### config.mk
export PLATFORM = sky130hd
export DESIGN_NAME = multicycle_control
export DESIGN_NICKNAME = d
export VERILOG_FILES = /design/src/rtl/mini_cpu_pkg.sv /design/src/rtl/mc_decode.sv /design/src/rtl/multicycle_control.sv
export SDC_FILE = /design/constraint.sdc
export NUM_CORES = 1
export LEC_CHECK = 0
export CORE_UTILIZATION = 41
export CTS_BUF_LIST = sky130_fd_sc_hd__clkbuf_8
export CTS_CLUSTER_SIZE = 30
export DETAILED_ROUTE_END_ITERATION = 6
export PLACE_DENSITY = 0.87
export SLEW_MARGIN = 20
export SYNTH_ARGS = -nofsm -noshare
export SYNTH_HDL_FRONTEND = slang
export SYNTH_SLANG_ARGS = --single-unit
### constraint.sdc
create_clock -name clk -period 2.77 [get_ports clk]
set_input_delay 0.554 -clock clk [delete_from_list [all_inputs] [get_ports clk]]
set_output_delay 0.554 -clock clk [all_outputs]
set_load 0.01 [all_outputs]
### src/rtl/mini_cpu_pkg.sv
// Shared encodings for the mini-cpu multi-cycle controller: opcodes, function
// fields, ALU control codes, instruction classes and sequencer states.
package mini_cpu_pkg;

  localparam logic [6:0] OP_R   = 7'd51;
  localparam logic [6:0] OP_LD  = 7'd3;
  localparam logic [6:0] OP_SD  = 7'd35;
  localparam logic [6:0] OP_BEQ = 7'd99;

  localparam logic [2:0] F3_ADD_SUB = 3'd0;
  localparam logic [2:0] F3_AND     = 3'd6;
  localparam logic [2:0] F3_OR      = 3'd7;

  localparam logic [6:0] F7_BASE = 7'd0;
  localparam logic [6:0] F7_SUB  = 7'd32;

  typedef enum logic [2:0] {
    ALU_AND = 3'b000,
    ALU_OR  = 3'b001,
    ALU_ADD = 3'b010,
    ALU_SUB = 3'b110
  } alu_ctrl_e;

  typedef enum logic [2:0] {
    CLS_R,
    CLS_LD,
    CLS_SD,
    CLS_BEQ,
    CLS_ILLEGAL
  } instr_class_e;

  typedef enum logic [3:0] {
    S_FETCH,
    S_DECODE,
    S_EXEC_R,
    S_WB_R,
    S_MEM_ADDR,
    S_MEM_RD,
    S_WB_LD,
    S_MEM_WR,
    S_BRANCH,
    S_HALT
  } state_e;

  function automatic logic is_mem_state(state_e s);
    return (s == S_FETCH) || (s == S_MEM_RD) || (s == S_MEM_WR);
  endfunction

endpackage

### src/rtl/mc_decode.sv
// Combinational instruction classifier; also resolves the R-type ALU op so the
// sequencer only has to forward it during EXEC_R.
module mc_decode
  import mini_cpu_pkg::*;
(
  input  logic [31:0]  instr,
  output instr_class_e instr_class,
  output alu_ctrl_e    r_alu_ctrl
);

  logic [6:0] opcode;
  logic [2:0] funct3;
  logic [6:0] funct7;
  logic       unused_fields;

  assign opcode = instr[6:0];
  assign funct3 = instr[14:12];
  assign funct7 = instr[31:25];
  assign unused_fields = ^{instr[24:15], instr[11:7]};

  always_comb begin
    instr_class = CLS_ILLEGAL;
    r_alu_ctrl  = ALU_ADD;
    case (opcode)
      OP_R: begin
        instr_class = CLS_R;
        if (funct3 == F3_ADD_SUB && funct7 == F7_BASE) begin
          r_alu_ctrl = ALU_ADD;
        end else if (funct3 == F3_ADD_SUB && funct7 == F7_SUB) begin
          r_alu_ctrl = ALU_SUB;
        end else if (funct3 == F3_AND && funct7 == F7_BASE) begin
          r_alu_ctrl = ALU_AND;
        end else if (funct3 == F3_OR && funct7 == F7_BASE) begin
          r_alu_ctrl = ALU_OR;
        end else begin
          instr_class = CLS_ILLEGAL;
        end
      end
      OP_LD:   instr_class = CLS_LD;
      OP_SD:   instr_class = CLS_SD;
      OP_BEQ:  instr_class = CLS_BEQ;
      default: instr_class = CLS_ILLEGAL;
    endcase
  end

endmodule

### src/rtl/multicycle_control.sv
// Moore sequencer for the shared-ALU, single-memory mini-cpu datapath, with a
// watchdog that halts the core when a memory access never completes.
//
// state      | meaning
// FETCH      | read instruction at PC; on ready load IR and bump PC
// DECODE     | classify instr, ALU precomputes branch target
// EXEC_R     | ALU computes rs1 op rs2
// WB_R       | write ALU result to rd
// MEM_ADDR   | ALU computes rs1 + imm
// MEM_RD     | data read at ALU result, wait for ready
// WB_LD      | write memory data to rd
// MEM_WR     | data write at ALU result, wait for ready
// BRANCH     | compare rs1/rs2, redirect PC when equal
// HALT       | trapped on illegal encoding or timeout; only reset exits
module multicycle_control
  import mini_cpu_pkg::*;
#(
  parameter int unsigned TIMEOUT   = 15,
  parameter int unsigned TIMEOUT_W = 4
) (
  input  logic        clk,
  input  logic        rst,
  input  logic [31:0] instr,
  input  logic        zero,
  input  logic        mem_ready,
  output logic        ir_write,
  output logic        pc_write,
  output logic        branch_taken,
  output logic        mem_read,
  output logic        mem_write,
  output logic        i_or_d,
  output logic        reg_write,
  output logic        mem_to_reg,
  output logic        alu_src,
  output logic [2:0]  alu_ctrl,
  output logic        illegal,
  output logic        timeout
);

  localparam bit                   WDOG_EN  = (TIMEOUT != 0);
  localparam logic [TIMEOUT_W-1:0] CNT_MAX  = '1;
  // Expiry is judged on the cycle the counter would step onto TIMEOUT, so a
  // ready arriving in that same cycle still wins.
  localparam logic [TIMEOUT_W-1:0] CNT_LAST = TIMEOUT_W'(TIMEOUT - 1);

  state_e               state, state_next;
  logic [TIMEOUT_W-1:0] wait_cnt, wait_cnt_next;
  instr_class_e         instr_class;
  alu_ctrl_e            r_alu_ctrl;
  logic                 waiting;
  logic                 expire;

  mc_decode u_decode (
    .instr       (instr),
    .instr_class (instr_class),
    .r_alu_ctrl  (r_alu_ctrl)
  );

  assign waiting = is_mem_state(state) && !mem_ready;
  assign expire  = WDOG_EN && waiting && (wait_cnt == CNT_LAST);

  always_ff @(posedge clk or posedge rst) begin
    if (rst) begin
      state    <= S_FETCH;
      wait_cnt <= '0;
      illegal  <= 1'b0;
      timeout  <= 1'b0;
    end else begin
      state    <= state_next;
      wait_cnt <= wait_cnt_next;
      if (state == S_DECODE && state_next == S_HALT) illegal <= 1'b1;
      if (expire) timeout <= 1'b1;
    end
  end

  always_comb begin
    state_next = state;
    case (state)
      S_FETCH: begin
        if (mem_ready)   state_next = S_DECODE;
        else if (expire) state_next = S_HALT;
      end
      S_DECODE: begin
        case (instr_class)
          CLS_R:          state_next = S_EXEC_R;
          CLS_LD, CLS_SD: state_next = S_MEM_ADDR;
          CLS_BEQ:        state_next = S_BRANCH;
          default:        state_next = S_HALT;
        endcase
      end
      S_EXEC_R: state_next = S_WB_R;
      S_WB_R:   state_next = S_FETCH;
      S_MEM_ADDR: begin
        if (instr_class == CLS_LD)      state_next = S_MEM_RD;
        else if (instr_class == CLS_SD) state_next = S_MEM_WR;
        else                            state_next = S_HALT;
      end
      S_MEM_RD: begin
        if (mem_ready)   state_next = S_WB_LD;
        else if (expire) state_next = S_HALT;
      end
      S_WB_LD: state_next = S_FETCH;
      S_MEM_WR: begin
        if (mem_ready)   state_next = S_FETCH;
        else if (expire) state_next = S_HALT;
      end
      S_BRANCH: state_next = S_FETCH;
      S_HALT:   state_next = S_HALT;
      default:  state_next = S_HALT;
    endcase
  end

  always_comb begin
    wait_cnt_next = wait_cnt;
    if (state_next != state && is_mem_state(state_next)) begin
      wait_cnt_next = '0;
    end else if (waiting && wait_cnt != CNT_MAX) begin
      wait_cnt_next = wait_cnt + 1'b1;
    end
  end

  always_comb begin
    ir_write     = 1'b0;
    pc_write     = 1'b0;
    branch_taken = 1'b0;
    mem_read     = 1'b0;
    mem_write    = 1'b0;
    i_or_d       = 1'b0;
    reg_write    = 1'b0;
    mem_to_reg   = 1'b0;
    alu_src      = 1'b0;
    alu_ctrl     = ALU_ADD;
    case (state)
      S_FETCH: begin
        mem_read = 1'b1;
        // A response seen while reset is held belongs to an aborted access.
        ir_write = mem_ready && !rst;
        pc_write = mem_ready && !rst;
      end
      S_EXEC_R: begin
        alu_src  = 1'b0;
        alu_ctrl = r_alu_ctrl;
      end
      S_WB_R: reg_write = 1'b1;
      S_MEM_ADDR: alu_src = 1'b1;
      S_MEM_RD: begin
        mem_read = 1'b1;
        i_or_d   = 1'b1;
      end
      S_WB_LD: begin
        reg_write  = 1'b1;
        mem_to_reg = 1'b1;
      end
      S_MEM_WR: begin
        mem_write = 1'b1;
        i_or_d    = 1'b1;
      end
      S_BRANCH: begin
        alu_ctrl     = ALU_SUB;
        branch_taken = zero;
      end
      default: ;
    endcase
  end

endmodule

==> impl_metrics.tcl <==
set metrics [dict create \
    cts_buffer_depth 2 \
    rsz0062_at_grt "false" \
    status "complete, no violations" \
    power.density_nw_per_um2 284.8 \
    pin_count 50 \
    critPathCaptureType "register" \
    reg2reg_depth 8 \
    start_kind "primary input" \
    crit_arrival_ns 2.79 \
    synthArstFlopShare_pct 100.0 \
    gp_congestion 0.7968 \
    root_buffer "clkbuf_8" \
    routed_wl_um 2570 \
    fin_area_um2 1475 \
    period_needed_ns 2.698 \
    drive_above_1_share_pct 21.74 \
    ys.flop_type "dfrtp_1" \
    grt_pass1_wl_um 4284 \
    utilization_pct 66.69 \
    holdPathStages 1 \
    grt_pass1_vias 1068 \
    die_h_um 50.63 \
    hold_viol 0 \
    power_uw 420.2 \
    nNetsFinal 200 \
    syn_area_um2 969.7 \
    worstPathRequired_ns 2.86 \
    vias 1049 \
    drtPass1Iterations 4 \
    r2r_setup_slack_ns 0.30 \
    hp-class "register to register" \
    layout_common_cells "clkdlybuf4s50_1, nor2_1, buf_4" \
    path_class "primary input to register" \
    finalSetupViolCount 0 \
    initial_core_util_pct 43.83 \
    synth_seq_cells 10 \
    post_drt_wl_per_cell_um 13.60 \
    cts_sinks 10 \
    dp_hpwl_um 2058 \
    portBuffers 34 \
    clk-insertion-delay-late_ns 0.23 \
    seq_area_frac_synth_pct 25.81 \
    cap_viol_max_count 0 \
    rows 17 \
    crit_fanout 4 \
    die_w_um 50.63 \
    setup-tns-final_ns 0 \
    placed_area_um2 1396 \
    diodes 0 \
    r2r_end "wait_cnt[1]" \
    min-delay-start "timeout" \
    power.leakage_nw 0.5762 \
    netlist_instances 116 \
    worstHoldEndpoint "timeout" \
    clk_pin_slew_worst_paths_ns 0.04 \
    fp.dieArea_um2 2563 \
    max_slew_margin_pct 65.27 \
    r2r_start "state[0]" \
    hold_ws_ns 0.4734 \
    tritoncts.num_buffers 3 \
    globalRouteTotalUtil_pct 21.88 \
    synth_nets 154 \
    syn_avg_cell_area_um2 8.359 \
    synth-edff-count 0 \
    grt_max_degree 19 \
    htree_levels 1 \
    ir_drop_mv 0.4265 \
    drc 0 \
    drtIter0Drc 9 \
    synth_warnings 0 \
    slew_viol_final 0 \
    postCtsSetupRepairBufs 0 \
    overflow 0 \
    areaGrowthSynthToFinish_pct 52.13 \
    drtAntennaViolNets 0 \
    fin_crit_sh_pct 97.39 \
    tightest_slew_ns 0.5078 \
    finalClockSkew_ns 0.002947 \
    cts_tree "yes" \
    synth.distinct_cells 44 \
    core_area_um2 2212 \
    viasPerCell 5.550 \
    fmax_mhz 370.7 \
    postCtsHoldBufs 0 \
    layout_commonest_cell "clkdlybuf4s50_1" \
    antenna_found_initial 0 \
]
repair_timing:
action,CTS,global route
cloned,0,0
gates resized for setup,4,11
pin swaps,1,9
endpoints found under the setup margin,7,9
hold endpoints to repair,0,0
Yosys cell counts (2+ instances only):
master | count | area share (%)
nor2_1 | 15 | 5.8
buf_4 | 4 | 3.1
o21ai_0 | 6 | 3.1
or2_2 | 2 | 1.3
xor2_1 | 2 | 1.8
a211oi_1 | 3 | 2.3
nand4_1 | 3 | 1.9
o211ai_1 | 2 | 1.5
ha_1 | 2 | 2.6
a31oi_1 | 2 | 1.3
a2111oi_0 | 2 | 1.8
nor4b_1 | 3 | 2.7
inv_1 | 4 | 1.5
and3_1 | 2 | 1.3
nor3_1 | 4 | 2.1
nand2_1 | 10 | 3.9
o21bai_1 | 2 | 1.5
or4_1 | 2 | 1.5
dfrtp_1 | 10 | 26
nand3_1 | 3 | 1.5
nor3b_1 | 3 | 2.3
buf_6 | 2 | 2.3
a21oi_1 | 4 | 2.1
nor2b_1 | 3 | 1.9
xnor2_1 | 2 | 1.8
final cells by class:
class	instances	area, µm²
Fill cell	192	737.0
Timing Repair Buffer	49	454.2
Tap cell	28	35.03
Sequential cell	10	250.2
Clock buffer	4	55.05
Inverter	4	15.01
Multi-Input combinational cell	94	665.6
worst max-delay path: stages:
cell and delay [ns]:
clkdlybuf4s50_1 0.44, and4bb_2 0.24, buf_4 0.14, and2_2 0.19, a211o_2 0.32, or4_4 0.50, o31ai_4 0.31, a211oi_1 0.08
registers in the layout (all words and copies together) (netlist names):
register and count:
illegal 1, wait_cnt 4, timeout 1, state 4
how the worst max path moves through the flow:
| stage | startpoint | end | depth (start not counted) |
|---|---|---|---|
| 5_1_grt | instr[13] | wait_cnt[1] | 8 |
| 2_1_floorplan | state[1] | pc_write | 4 |
| 3_5_place_dp | instr[27] | alu_ctrl[0] | 6 |
| 6_report | instr[2] | wait_cnt[1] | 8 |
| 3_3_place_gp | instr[5] | alu_ctrl[0] | 6 |
| 4_1_cts | instr[27] | alu_ctrl[0] | 6 |
cells by family after synthesis:
group           after synthesis  synth area share (%)
xor+xnor                      4                 3.614
buf+inv                      12                 7.870
simple gates                 61                 37.81
flops                        10                 25.81
fa+ha+maj                     2                 2.580
compound gates               27                 22.32
power breakdown:
group          total, mW  internal, mW  switching, mW  leakage (nW)
sequential         0.166         0.156         0.0106         0.118
combinational     0.0782        0.0483         0.0299         0.429
clock              0.176         0.124         0.0514        0.0288
stage by stage:
| step | setup WS, ns | cells |
|---|---|---|
| after floorplan | 0.5476 | 116 |
| after global placement | -0.3269 | 185 |
| after detailed placement | -0.3060 | 185 |
| after CTS | -0.03646 | 189 |
| after global routing | 0.003127 | 189 |
| final | 0.07225 | 189 |
metal layers:
layer / up-vias / global-route usage [%] / routed length (µm)
li1: 515 / - / -
met1: 489 / 22.26 / 1024
met2: 41 / 43.78 / 1329
met3: 4 / 5.152 / 182
met4: 0 / 5.093 / 34
met5: - / 0 / 0
Power figures use the tool's default switching activity.
